<file path="src/rtl/alu_writeback_sequencer_if.sv">
// rtl/alu_writeback_sequencer_if.sv - command and register-file port bundle for alu_writeback_sequencer
// master drives commands and register read data; slave is the sequencer.
interface alu_writeback_sequencer_if #(
  parameter int XLEN = 32,
  parameter int AW   = 5
);
  logic            cmd_valid;
  logic            cmd_ready;
  logic [AW-1:0]   cmd_rs1;
  logic [AW-1:0]   cmd_rs2;
  logic [AW-1:0]   cmd_rd;
  logic [2:0]      cmd_op;
  logic [AW-1:0]   readreg1;
  logic [AW-1:0]   readreg2;
  logic [XLEN-1:0] a;
  logic [XLEN-1:0] b;
  logic [AW-1:0]   writereg;
  logic [XLEN-1:0] data;
  logic            regwrite;
  logic            busy;
  logic            done;
  logic            div_by_zero;

  modport master (
    output cmd_valid, cmd_rs1, cmd_rs2, cmd_rd, cmd_op, a, b,
    input  cmd_ready, readreg1, readreg2, writereg, data, regwrite, busy, done, div_by_zero
  );

  modport slave (
    input  cmd_valid, cmd_rs1, cmd_rs2, cmd_rd, cmd_op, a, b,
    output cmd_ready, readreg1, readreg2, writereg, data, regwrite, busy, done, div_by_zero
  );
endinterface

</file>
<file path="src/rtl/alu_writeback_sequencer.sv">
// rtl/alu_writeback_sequencer.sv - read/execute/write-back sequencer with iterative unsigned divide
// Optional SEQ_BACK_TO_BACK_EN: accept the next command during WRITE.
module alu_writeback_sequencer #(
  parameter int XLEN = 32,
  parameter int AW   = 5
) (
  input logic                      clk,
  input logic                      clr,
  alu_writeback_sequencer_if.slave bus
);
  localparam int CW = $clog2(XLEN) + 1;

  typedef enum logic [2:0] {S_IDLE, S_READ, S_EXEC, S_DIV, S_WRITE} state_t;

  state_t          state_q;
  logic [AW-1:0]   rd_q;
  logic [2:0]      op_q;
  logic [XLEN-1:0] a_q, b_q;
  logic [XLEN-1:0] rem_q, quo_q;
  logic [CW-1:0]   cnt_q;
  logic [AW-1:0]   readreg1_q, readreg2_q, writereg_q;
  logic [XLEN-1:0] data_q;
  logic            regwrite_q, done_q, dbz_q, ready_q, busy_q;

  logic            accept;
  logic [XLEN-1:0] alu_d;
  logic [XLEN:0]   trial_d;
  logic            ge_d;
  logic [XLEN-1:0] rem_d, quo_d;

  assign accept = bus.cmd_valid && ready_q;

  // op 011 only reaches this path with a zero divisor, hence all ones
  always_comb begin
    alu_d = '0;
    case (op_q)
      3'b000:  alu_d = a_q + b_q;
      3'b001:  alu_d = a_q - b_q;
      3'b010:  alu_d = a_q * b_q;
      3'b011:  alu_d = '1;
      3'b100:  alu_d = a_q & b_q;
      3'b101:  alu_d = ~a_q;
      3'b110:  alu_d = a_q | b_q;
      default: alu_d = a_q ^ b_q;
    endcase
  end

  // one restoring step: shift the next dividend bit into the partial remainder
  always_comb begin
    trial_d = {rem_q, quo_q[XLEN-1]};
    ge_d    = trial_d >= {1'b0, b_q};
    rem_d   = ge_d ? XLEN'(trial_d - {1'b0, b_q}) : trial_d[XLEN-1:0];
    quo_d   = {quo_q[XLEN-2:0], ge_d};
  end

  always_ff @(posedge clk) begin
    if (clr) begin
      state_q    <= S_IDLE;
      rd_q       <= '0;
      op_q       <= '0;
      a_q        <= '0;
      b_q        <= '0;
      rem_q      <= '0;
      quo_q      <= '0;
      cnt_q      <= '0;
      readreg1_q <= '0;
      readreg2_q <= '0;
      writereg_q <= '0;
      data_q     <= '0;
      regwrite_q <= 1'b0;
      done_q     <= 1'b0;
      dbz_q      <= 1'b0;
      ready_q    <= 1'b1;
      busy_q     <= 1'b0;
    end else begin
      regwrite_q <= 1'b0;
      done_q     <= 1'b0;
      if (accept) begin
        readreg1_q <= bus.cmd_rs1;
        readreg2_q <= bus.cmd_rs2;
        rd_q       <= bus.cmd_rd;
        op_q       <= bus.cmd_op;
        dbz_q      <= 1'b0;
        ready_q    <= 1'b0;
        busy_q     <= 1'b1;
        state_q    <= S_READ;
      end else begin
        case (state_q)
          S_IDLE: begin
            ready_q <= 1'b1;
            busy_q  <= 1'b0;
          end
          S_READ: begin
            a_q     <= bus.a;
            b_q     <= bus.b;
            state_q <= S_EXEC;
          end
          S_EXEC: begin
            if (op_q == 3'b011 && b_q != '0) begin
              rem_q   <= '0;
              quo_q   <= a_q;
              cnt_q   <= CW'(XLEN);
              state_q <= S_DIV;
            end else begin
              dbz_q      <= (op_q == 3'b011);
              writereg_q <= rd_q;
              data_q     <= alu_d;
              regwrite_q <= (rd_q != '0);
              done_q     <= 1'b1;
              state_q    <= S_WRITE;
`ifdef SEQ_BACK_TO_BACK_EN
              ready_q    <= 1'b1;
`endif
            end
          end
          S_DIV: begin
            rem_q <= rem_d;
            quo_q <= quo_d;
            cnt_q <= cnt_q - CW'(1);
            if (cnt_q == CW'(1)) begin
              writereg_q <= rd_q;
              data_q     <= quo_d;
              regwrite_q <= (rd_q != '0);
              done_q     <= 1'b1;
              state_q    <= S_WRITE;
`ifdef SEQ_BACK_TO_BACK_EN
              ready_q    <= 1'b1;
`endif
            end
          end
          default: begin
            ready_q <= 1'b1;
            busy_q  <= 1'b0;
            state_q <= S_IDLE;
          end
        endcase
      end
    end
  end

  assign bus.cmd_ready   = ready_q;
  assign bus.busy        = busy_q;
  assign bus.readreg1    = readreg1_q;
  assign bus.readreg2    = readreg2_q;
  assign bus.writereg    = writereg_q;
  assign bus.data        = data_q;
  assign bus.regwrite    = regwrite_q;
  assign bus.done        = done_q;
  assign bus.div_by_zero = dbz_q;
endmodule

</file>
<file path="src/flat_wrapper.sv">
// flat-port wrapper written by rule: the top's interface ports become plain ports
module alu_writeback_sequencer_flat 
#(
  parameter int XLEN = 32,
  parameter int AW   = 5
)
  (clk, clr, bus_cmd_valid, bus_cmd_rs1, bus_cmd_rs2, bus_cmd_rd, bus_cmd_op, bus_a, bus_b, bus_cmd_ready, bus_readreg1, bus_readreg2, bus_writereg, bus_data, bus_regwrite, bus_busy, bus_done, bus_div_by_zero);
  alu_writeback_sequencer_if #(.XLEN(XLEN), .AW(AW)) bus_i ();
  input logic clk;
  input logic clr;
  input wire logic [$bits(bus_i.cmd_valid)-1:0] bus_cmd_valid;
  input wire logic [$bits(bus_i.cmd_rs1)-1:0] bus_cmd_rs1;
  input wire logic [$bits(bus_i.cmd_rs2)-1:0] bus_cmd_rs2;
  input wire logic [$bits(bus_i.cmd_rd)-1:0] bus_cmd_rd;
  input wire logic [$bits(bus_i.cmd_op)-1:0] bus_cmd_op;
  input wire logic [$bits(bus_i.a)-1:0] bus_a;
  input wire logic [$bits(bus_i.b)-1:0] bus_b;
  output wire logic [$bits(bus_i.cmd_ready)-1:0] bus_cmd_ready;
  output wire logic [$bits(bus_i.readreg1)-1:0] bus_readreg1;
  output wire logic [$bits(bus_i.readreg2)-1:0] bus_readreg2;
  output wire logic [$bits(bus_i.writereg)-1:0] bus_writereg;
  output wire logic [$bits(bus_i.data)-1:0] bus_data;
  output wire logic [$bits(bus_i.regwrite)-1:0] bus_regwrite;
  output wire logic [$bits(bus_i.busy)-1:0] bus_busy;
  output wire logic [$bits(bus_i.done)-1:0] bus_done;
  output wire logic [$bits(bus_i.div_by_zero)-1:0] bus_div_by_zero;
  assign bus_i.cmd_valid = bus_cmd_valid;
  assign bus_i.cmd_rs1 = bus_cmd_rs1;
  assign bus_i.cmd_rs2 = bus_cmd_rs2;
  assign bus_i.cmd_rd = bus_cmd_rd;
  assign bus_i.cmd_op = bus_cmd_op;
  assign bus_i.a = bus_a;
  assign bus_i.b = bus_b;
  assign bus_cmd_ready = bus_i.cmd_ready;
  assign bus_readreg1 = bus_i.readreg1;
  assign bus_readreg2 = bus_i.readreg2;
  assign bus_writereg = bus_i.writereg;
  assign bus_data = bus_i.data;
  assign bus_regwrite = bus_i.regwrite;
  assign bus_busy = bus_i.busy;
  assign bus_done = bus_i.done;
  assign bus_div_by_zero = bus_i.div_by_zero;
  alu_writeback_sequencer #(.XLEN(XLEN), .AW(AW)) u_core (.clk(clk), .clr(clr), .bus(bus_i));
endmodule
</file>
<file path="config.mk">
export PLATFORM = sky130hd
export DESIGN_NAME = alu_writeback_sequencer_flat
export DESIGN_NICKNAME = d
export VERILOG_FILES = /design/src/rtl/alu_writeback_sequencer_if.sv /design/src/rtl/alu_writeback_sequencer.sv /design/src/flat_wrapper.sv
export SDC_FILE = /design/constraint.sdc
export NUM_CORES = 2
export LEC_CHECK = 0
export CORE_MARGIN = 2
export CORE_UTILIZATION = 55
export DETAILED_ROUTE_END_ITERATION = 10
export PLACE_DENSITY = 0.74
export SLEW_MARGIN = 0
export SYNTH_ARGS = -nofsm -noshare
export SYNTH_HDL_FRONTEND = slang
export SYNTH_SLANG_ARGS = --single-unit
export TNS_END_PERCENT = 50
</file>
<file path="constraint.sdc">
create_clock -name clk -period 17.5 [get_ports clk]
set_clock_uncertainty 0.05 [all_clocks]
set_input_delay 1.75 -clock clk [delete_from_list [all_inputs] [get_ports clk]]
set_output_delay 1.75 -clock clk [all_outputs]
set_load 0.02 [all_outputs]
</file>
==> results_dict.tcl <==
set metrics [dict create \
    first_global_vias 26000 \
    path_class "reg -> reg" \
    ir_worst_vdd_v 0.0000593 \
    fmax_mhz 114 \
    synth.avg_cell_area_um2 8.00 \
    stdcell_area_mm2 0.0312 \
    setup_tns_ns 0 \
    die_area_mm2 0.0539 \
    drt_iter0_drc 3281 \
    worstPathMaxFanout 19 \
    critPathArrivalTime_ns 9.11 \
    p_per_area_mw_per_mm2 48.5 \
    synth_edf_count 0 \
    syn_inst 3574 \
    drt-wirelength-per-cell_um 24.2 \
    netlist_area_mm2 0.0286 \
    required_ns 17.84 \
    synth.most_common_cell "nand2_1" \
    worstSkewPairLatency_ns 0.49 \
    synth_cell_type_count 84 \
    clockBufferDepth 2 \
    maxSlewViolCount 0 \
    min_path_type "reg -> reg" \
    io_pins 137 \
    numCtsBuffers 17 \
    cap_violations 0 \
    cts_setup_buffers 0 \
    die_h_um 232 \
    clkTransAtPathRegs_ns 0.10 \
    rsz0062_at_grt "no" \
    areaGrowthSynthToFinish_pct 9.12 \
    finalSetupViolations 0 \
    grt_antenna_before_repair 2 \
    cts.hold.buffers_added 0 \
    fin_crit_sh_pct 50.1 \
    nets 4343 \
    cts_tree "done" \
    status "finished, final reports clean" \
    ant_nets 0 \
    placed_cell_area_mm2 0.0306 \
    coreArea_mm2 0.0514 \
    crit_path_frequent_cell "fa_1" \
    viasPerCell 6.12 \
    hpwl_um 76500 \
    p_leak_nw 13.5 \
    root_buffer "clkbuf_16" \
    gp_congestion 1.03 \
    synthTopCellsByArea "fa_1, dfxtp_1, ha_1" \
    start_util_pct 55.6 \
    worstMarginPinSlew_ns 1.17 \
    use_met2_pct 57.5 \
    finalHoldViolations 0 \
    ys.flop_type "dfxtp_1" \
    grt_pass1_wl_um 157000 \
    gr-total-overflow 0 \
    drc_errors 0 \
    grt_max_degree 85 \
    ys_async_sr_fraction_pct 0 \
    min_period_ns 8.77 \
    yosys.area.top_type_share_pct 28.7 \
    die_w_um 232 \
    met3_usage_pct 11.6 \
    drt-total-wl_um 104000 \
    synth_fp_nets 4322 \
    end_kind "flip-flop" \
    grt_use_total_pct 39.4 \
    cts.repair.resized 0 \
    htree_num_levels 4 \
    yosysSeqAreaShare_pct 13.8 \
    cp-start-kind "flip-flop" \
    synth_seq_cells 197 \
    clock_sinks 197 \
    gr-max-usage-layer "met2" \
    cpPeakStageDelay_ns 1.06 \
    vias 26200 \
    synth_top_area_cell "fa_1" \
    row_count 83 \
    crit_slowest_cell "clkinv_1" \
    dr.pass1.iters 8 \
    io_buffer_count 136 \
    drive_gt1_share_pct 4.02 \
    ys_top_cells_by_count "nand2_1, nor2_1, inv_1" \
    timing.slew.headroom_pct 21.9 \
    use_met1_pct 52.9 \
    synth_warnings 0 \
]
-- routing by layer --
layer / vias up / wire length [um]
li1: 11500 / -
met1: 12700 / 40200
met2: 1692 / 43500
met3: 340 / 13800
met4: 2 / 6340
met5: - / 13
-- cell families (layout without fill, tap and decap cells) --
| group | Yosys count | in the layout | synth area share [%] |
|---|---|---|---|
| and+or+nand+nor | 1229 | 1229 | 17.7 |
| other | 0 | 1 | 0 |
| adders and majority gates | 663 | 663 | 39.8 |
| DFF | 197 | 197 | 13.8 |
| AOI/OAI and AO/OA | 625 | 625 | 13.7 |
| buffers and inverters | 664 | 698 | 8.88 |
| xor gates and xnor gates | 166 | 166 | 5.08 |
| muxes | 30 | 30 | 1.06 |
-- cell usage in the layout, fill, tap and decap left out, types with 10 or more instances in the layout --
cell | netlist | layout
nand2b_1 | 12 | 12
ha_1 | 253 | 253
dfxtp_1 | 197 | 195
nand3_1 | 21 | 19
mux2i_1 | 27 | 27
nor2_1 | 448 | 445
nand4_1 | 13 | 13
a21o_1 | 29 | 29
buf_4 | 4 | 66
o21ai_0 | 163 | 163
o211ai_1 | 17 | 17
a311oi_1 | 45 | 45
nor2b_1 | 26 | 26
xnor2_1 | 127 | 127
nand2_1 | 609 | 608
clkbuf_16 | 0 | 17
nor3_1 | 37 | 36
a21oi_1 | 209 | 209
inv_1 | 445 | 445
a211oi_1 | 11 | 11
o21a_1 | 14 | 14
o21bai_1 | 16 | 16
fa_1 | 410 | 410
a31oi_1 | 20 | 20
clkinv_1 | 14 | 14
o2111ai_1 | 10 | 10
xor2_1 | 39 | 39
clkdlybuf4s50_1 | 0 | 135
-- flip-flops by register name, summed over array words and instances (netlist names), 5 cells and up --
signal	count
u_core.a_q	32
u_core.b_q	32
u_core.bus.data	32
u_core.quo_q	32
u_core.rem_q	32
u_core.cnt_q	6
u_core.bus.readreg1	5
u_core.bus.readreg2	5
u_core.bus.writereg	5
u_core.rd_q	5
-- path summary, 6_finish.rpt --
kind,start,endpoint,slack [ns],depth (start not counted)
worst max-delay path,u_core.a_q[5]$_SDFFE_PP0P_,u_core.bus.data[30]$_SDFFE_PP0P_,8.73,25
worst min-delay path,u_core.a_q[16]$_SDFFE_PP0P_,u_core.a_q[16]$_SDFFE_PP0P_,0.41,2
worst max register to register,u_core.a_q[5]$_SDFFE_PP0P_,u_core.bus.data[30]$_SDFFE_PP0P_,8.73,25
worst min register to register,u_core.a_q[16]$_SDFFE_PP0P_,u_core.a_q[16]$_SDFFE_PP0P_,0.41,2
-- where the power goes --
| part | internal [mW] | leakage [nW] | switching, mW |
|---|---|---|---|
| Clock | 0.207 | 0.319 | 0.248 |
| Combinational | 0.216 | 11.6 | 0.361 |
| Sequential | 0.462 | 1.60 | 0.0200 |
| Total | 0.884 | 13.5 | 0.628 |
-- critical path, delay by kind of cell (launching register included) --
family | cells | cell delay, ns
muxes | 1 | 0.16
AOI/OAI and AO/OA | 8 | 1.98
and+or+nand+nor | 2 | 0.58
buffers and inverters | 5 | 1.30
DFF | 1 | 0.89
adders and majority gates | 9 | 3.70
-- area by class of cell --
| cell class | instances | area, um2 |
|---|---|---|
| multi-input combinational | 2713 | 22200 |
| fill | 4542 | 20200 |
| sequential | 197 | 3950 |
| timing repair buffer | 202 | 1860 |
| inverter | 464 | 1740 |
| tap | 680 | 851 |
| clock buffer | 17 | 425 |
| clock inverter | 15 | 233 |
| antenna | 1 | 2.50 |
-- per-stage QoR --
step	power, mW	hold slack, ns	instances	utilization (%)	setup slack (ns)
finish	1.51	0.409	4289	60.7	8.73
global route	1.57	0.436	4288	60.7	8.60
detailed placement	1.04	0.396	4256	59.4	8.91
global placement	1.04	0.393	4256	59.4	9.23
floorplan	0.864	0.382	3574	-	10.25
CTS	1.49	0.409	4288	60.7	8.96
(Power assumes the default switching activity.)
